[src/rtl/dds_core.sv]
// Direct digital synthesis data path: phase accumulator with wrap-aligned control shadows,
// sine/triangle/square synthesis, amplitude scaling and offset-binary conversion for a 12-bit DAC.
module dds_core #(
    parameter int ACC_W = 16
) (
    input  logic        clk,
    input  logic        rst,
    input  logic        sample_en,
    input  logic [12:0] phase_M,
    input  logic [10:0] signal_A,
    input  logic [1:0]  signal_shape,
    output logic [11:0] dac_data,
    output logic        dac_valid,
    output logic        phase_wrap
);

    // Quarter-wave table: round(2047*sin(pi/2*(i+0.5)/64)), i = 0..63.
    localparam logic [10:0] SINE_Q [64] = '{
        11'd25,   11'd75,   11'd126,  11'd176,  11'd226,  11'd275,  11'd325,  11'd375,
        11'd424,  11'd473,  11'd522,  11'd570,  11'd618,  11'd666,  11'd713,  11'd760,
        11'd807,  11'd852,  11'd898,  11'd943,  11'd987,  11'd1031, 11'd1074, 11'd1116,
        11'd1158, 11'd1199, 11'd1239, 11'd1279, 11'd1318, 11'd1356, 11'd1393, 11'd1430,
        11'd1465, 11'd1500, 11'd1533, 11'd1566, 11'd1598, 11'd1629, 11'd1659, 11'd1688,
        11'd1716, 11'd1743, 11'd1769, 11'd1793, 11'd1817, 11'd1840, 11'd1861, 11'd1881,
        11'd1901, 11'd1919, 11'd1936, 11'd1951, 11'd1966, 11'd1979, 11'd1992, 11'd2003,
        11'd2012, 11'd2021, 11'd2028, 11'd2035, 11'd2039, 11'd2043, 11'd2046, 11'd2047
    };

    logic [ACC_W-1:0] acc;
    logic [12:0]      sh_m;
    logic [10:0]      sh_a;
    logic [1:0]       sh_shape;
    logic [ACC_W:0]   sum_cur;
    logic             load;
    logic [ACC_W-1:0] inc;

    // Shadows reload when the current step would overflow, or when no tuning word is active yet;
    // the freshly loaded word is the one applied on that same strobe.
    always_comb begin
        sum_cur = {1'b0, acc} + (ACC_W+1)'(sh_m);
        load    = sum_cur[ACC_W] || (sh_m == 13'd0);
        inc     = load ? ACC_W'(phase_M) : ACC_W'(sh_m);
    end

    logic v0;

    always_ff @(posedge clk or posedge rst) begin
        if (rst) begin
            acc        <= '0;
            sh_m       <= '0;
            sh_a       <= '0;
            sh_shape   <= '0;
            phase_wrap <= 1'b0;
            v0         <= 1'b0;
        end else begin
            v0         <= sample_en;
            phase_wrap <= sample_en && sum_cur[ACC_W];
            if (sample_en) begin
                acc <= acc + inc;
                if (load) begin
                    sh_m     <= phase_M;
                    sh_a     <= signal_A;
                    sh_shape <= signal_shape;
                end
            end
        end
    end

    logic [1:0]         quad;
    logic [5:0]         idx;
    logic [9:0]         r;
    logic [10:0]        sin_mag;
    logic [11:0]        tri_mag;
    logic signed [11:0] w_next;

    always_comb begin
        quad    = acc[ACC_W-1 -: 2];
        idx     = acc[ACC_W-3 -: 6];
        r       = acc[ACC_W-3 -: 10];
        sin_mag = SINE_Q[quad[0] ? ~idx : idx];
        tri_mag = quad[0] ? (12'd2047 - {1'b0, r, 1'b0}) : {1'b0, r, 1'b0};
        w_next  = '0;
        case (sh_shape)
            2'd0:    w_next = quad[1] ? -$signed({1'b0, sin_mag}) : $signed({1'b0, sin_mag});
            2'd1:    w_next = quad[1] ? -$signed(tri_mag) : $signed(tri_mag);
            2'd2:    w_next = acc[ACC_W-1] ? -12'sd2047 : 12'sd2047;
            default: w_next = '0;
        endcase
    end

    logic signed [11:0] w_q;
    logic [10:0]        a1;
    logic               v1;
    logic signed [23:0] mult;
    logic signed [22:0] prod;
    logic               v2;

    assign mult = $signed({{12{w_q[11]}}, w_q}) * $signed({13'd0, a1});

    // prod[22:11] is the floor of prod/2048; adding mid-scale gives the offset-binary code.
    always_ff @(posedge clk or posedge rst) begin
        if (rst) begin
            w_q       <= '0;
            a1        <= '0;
            v1        <= 1'b0;
            prod      <= '0;
            v2        <= 1'b0;
            dac_data  <= 12'd2048;
            dac_valid <= 1'b0;
        end else begin
            w_q       <= w_next;
            a1        <= sh_a;
            v1        <= v0;
            prod      <= mult[22:0];
            v2        <= v1;
            dac_valid <= v2;
            if (v2) begin
                dac_data <= prod[22:11] + 12'h800;
            end
        end
    end

endmodule

[config.mk]
export PLATFORM = sky130hd
export DESIGN_NAME = dds_core
export DESIGN_NICKNAME = d
export VERILOG_FILES = /design/src/rtl/dds_core.sv
export SDC_FILE = /design/constraint.sdc
export NUM_CORES = 1
export LEC_CHECK = 0
export CORE_MARGIN = 2
export CORE_UTILIZATION = 56
export CTS_CLUSTER_DIAMETER = 80
export CTS_CLUSTER_SIZE = 14
export DETAILED_ROUTE_END_ITERATION = 10
export PLACE_DENSITY = 0.81
export SYNTH_ARGS = -nofsm -noshare
export SYNTH_HDL_FRONTEND = slang
export SYNTH_SLANG_ARGS = --single-unit
[constraint.sdc]
create_clock -name clk -period 12.83 [get_ports clk]
set_input_delay 1.283 -clock clk [delete_from_list [all_inputs] [get_ports clk]]
set_output_delay 1.283 -clock clk [all_outputs]
set_load 0.005 [all_outputs]
==> summary.md <==
| Metric | Value |
|---|---|
| Length of routed met3 wiring | `1.85 mm` |
| Crit path arrival time | `5.88 ns` |
| Worst Hold Depth | `0` |
| Yosys top cell area share | `21.2%` |
| Critical Path Sink Type | `flip-flop` |
| Reg2Reg Depth | `18` |
| Resized cells post-CTS | `0` |
| Post-route DRC violation count | `0` |
| Max-Cap Viols | `0` |
| Hold Crit Start | `v0$_DFF_PP0_` |
| Seq cells post-synth | `94` |
| Syn avg cell area | `8.97 um2` |
| Vias | `9,238` |
| Overflow after GRT | `0` |
| Post-synth EDFFs | `0` |
| TritonCTS clock tree | `yes` |
| Vias per cell | `6.00` |
| Placed Area | `0.0120 mm2` |
| Reg2reg end | `prod[19]$_DFF_PP0_` |
| HPWL after DPL | `a little over 20 mm` |
| Dominant cell type by area after synthesis | `fa_1` |
| Max Fclk | `179 MHz` |
| Final wirelength | `approximately 26 mm` |
| Final Cell Area | `around 0.012 mm2` |
| ANT nets after route | `0` |
| TNS Setup | `0 ns` |
| Cts bufs inserted | `9` |
| Synth Warn # | `0` |
| Initial antenna violation count | `0` |
| Met1 WL | `11.2 mm` |
| Sequential area share after synthesis | `20.5%` |
| Core area | `0.0202 mm2` |
| Ys flop type | `dfrtp_1` |
| Fraction of layout cells with a size suffix above 1 | `7.09%` |
| RSZ-0062 raised after global routing | `no` |
| Clock Root Buffer | `clkbuf_16` |
| Setup Buffers After CTS | `0` |
| Hold buffer count at cts | `0` |
| Starting Density | `57.0%` |
| DIE AREA | `roughly 0.022 mm2` |
| Worst r2r src | `a1[8]$_DFF_PP0_` |
| CP Launch Type | `flip-flop` |
| Vias in the first global route | `9,225` |
| Number of diodes | `0` |
| Clock buffer depth | `2` |
| Die X | `147 um` |
| Final Hold Viols | `0` |
| Drt pass-1 iters | `5` |
| Relative slew slack | `35.8%` |
| Port bufs | `42` |
| Final setup viols | `0` |
| First-pass GRT wire length | `45.0 mm` |
| Ys async rst share | `between 90% and 100%` |
| Crit path from | `a1[8]$_DFF_PP0_` |
| Area Overhead vs Synth | `6.53%` |
| Htree depth | `3` |
| Crit Path Max Fanout | `12` |
| RePlAce Congestion | `slightly above 0.9` |
| Synth top area cells | `fa_1 21%, dfrtp_1 20%, ha_1 8.7%` |
| Worst Clk Skew | `0.0167 ns` |
| Met2 WL | `12.6 mm` |
| Status | `completed` |
| Cell variety after synth | `91` |
| Clk sink count | `94` |
| Final #Nets | `1,496` |
| Post-route minimum period | `5.59 ns` |
| Worst min path class | `reg2reg` |
| Clock Latency Late Sink | `0.37 ns` |
| CP required | `roughly 13 ns` |
| Uppermost layer routed | `met4` |
| Syn_nets | `between 1,500 and 2,000` |
| Cells after synthesis | `1,283` |
| Top Ports | `43` |
| Global Route Usage Sum | `25.5%` |
| DR WL/cell | `17.1 um` |
| Setup CP Type | `reg2reg` |
| Number of DRC markers in iteration 0 | `820` |
| Cell Area, Synth | `0.0115 mm2` |
| Sink of the worst hold path | `v1$_DFF_PP0_` |
| CTS clk-pin slew, worst paths | `about 0.07 ns` |
| Largest net degree at the start of global routing | `72` |
| Slew @ Worst Pin | `0.964 ns` |
| Die H | `147 um` |
| Post-route clock period utilization | `a little over two fifths` |
| Row cnt | `52` |
| Max Slew Vio Count | `0` |
| Fillcell total | `1,696` |
| R2r setup slk | `7.24 ns` |
-- synthesized netlist by cell type (all sizes together), types with 4 or more instances --
cell       n
nand4      8
nand3b     6
nor2      54
and3b      4
clkbuf    44
buf       35
a21oi     54
o21bai     5
o21a       8
mux2i     15
nand3     19
xnor2     26
o2111ai    4
nand2    142
nor4       6
o21ai     49
mux2      38
a21o      15
o211ai     7
o22ai     14
a221oi     5
o41ai      5
or2        4
and2      45
o221ai     4
a31oi     12
a2111oi    7
a211oi     4
fa       122
nor3      17
ha        80
xor2      18
a32o       4
o2bb2ai   12
or4        5
nor2b     15
dfrtp     93
a221o      4
and3       5
nand2b    13
inv      193
a22o       9
o311ai     4
or3        7
-- logic make-up after synthesis --
group                    share of synthesized area (%)
AO/OA/AOI/OAI                                     15.0
XOR/XNOR                                          3.77
adder cells (fa/ha/maj)                           29.9
buffers and inverters                             9.46
flip-flops                                        20.5
multiplexers                                      5.42
AND/OR/NAND/NOR                                   16.0
-- layer usage --
layer	vias up	track usage (%)
li1	4265	-
met1	4508	34.9
met2	406	41.5
met3	59	4.57
met4	0	8.03
met5	-	0
-- worst max-delay path, cell delays in order, from the launching register on --
cell and delay, ns:
dfrtp_1 0.52, and2_1 0.23, fa_1 0.53, inv_1 0.05, fa_1 0.48, inv_1 0.06
fa_1 0.50, fa_1 0.54, inv_1 0.05, fa_1 0.53, inv_1 0.04, ha_1 0.21
or3_1 0.38, a2111oi_0 0.35, nor2_1 0.18, a211oi_1 0.36, o21bai_1 0.16, a21oi_1 0.21
xnor2_1 0.13
-- flip-flops by register name, summed over array words and instances, names as in the netlist --
name,cells
v1,1
acc,16
dac_valid,1
dac_data,12
sh_m,13
prod,12
phase_wrap,1
a1,11
v2,1
w_q,12
sh_shape,2
sh_a,11
v0,1
-- how the worst max path moves through the flow --
stage,slack (ns),end,cells after the start
after CTS,7.24,prod[19]$_DFF_PP0_,18
after detailed placement,7.26,prod[19]$_DFF_PP0_,18
after floorplan,7.54,prod[19]$_DFF_PP0_,19
after global routing,6.92,prod[19]$_DFF_PP0_,18
final,7.24,prod[19]$_DFF_PP0_,18
after global placement,7.36,prod[19]$_DFF_PP0_,18
-- placed cells by master, fill, tap and decap left out, types with 6 or more instances in the layout --
| cell type | count |
|---|---|
| a21oi_1 | 54 |
| nand2b_1 | 13 |
| and2_1 | 45 |
| nand3b_1 | 6 |
| clkbuf_16 | 9 |
| o21ai_0 | 44 |
| buf_4 | 8 |
| mux2i_1 | 15 |
| nor2b_1 | 15 |
| nand2_1 | 140 |
| o2bb2ai_1 | 11 |
| inv_1 | 187 |
| mux2_2 | 36 |
| o21a_1 | 8 |
| ha_1 | 80 |
| xnor2_1 | 23 |
| a2111oi_0 | 6 |
| fa_1 | 122 |
| a22o_1 | 9 |
| nor3_1 | 17 |
| nand4_1 | 8 |
| xor2_1 | 16 |
| a21o_1 | 15 |
| o211ai_1 | 7 |
| nor2_1 | 54 |
| or3_1 | 7 |
| nand3_1 | 19 |
| o22ai_1 | 14 |
| nor4_1 | 6 |
| clkdlybuf4s50_1 | 42 |
| dfrtp_1 | 90 |
| a31oi_1 | 12 |
-- cell type report --
| cell class | count | area (um2) | share of cell area [%] |
|---|---|---|---|
| Inverter | 193 | 727 | 5.93 |
| Sequential cell | 94 | 2360 | 19.2 |
| Clock inverter | 7 | 65.1 | 0.531 |
| Tap cell | 270 | 338 | 2.76 |
| Multi-Input combinational cell | 917 | 8060 | 65.8 |
| Timing Repair Buffer | 50 | 480 | 3.92 |
| Clock buffer | 9 | 225 | 1.84 |
-- through the flow --
step,worst slack (ns),instances,utilization (%),hold slack (ns)
after floorplan,7.54,1283,-,0.331
after global placement,7.36,1524,59.3,0.334
after detailed placement,7.26,1524,59.3,0.343
after CTS,7.24,1540,60.8,0.361
after global routing,6.92,1540,60.8,0.369
final,7.24,1540,60.8,0.357
Power is not shown: default switching activity piles up to over one toggle a cycle in this logic, so the estimate is an artifact.
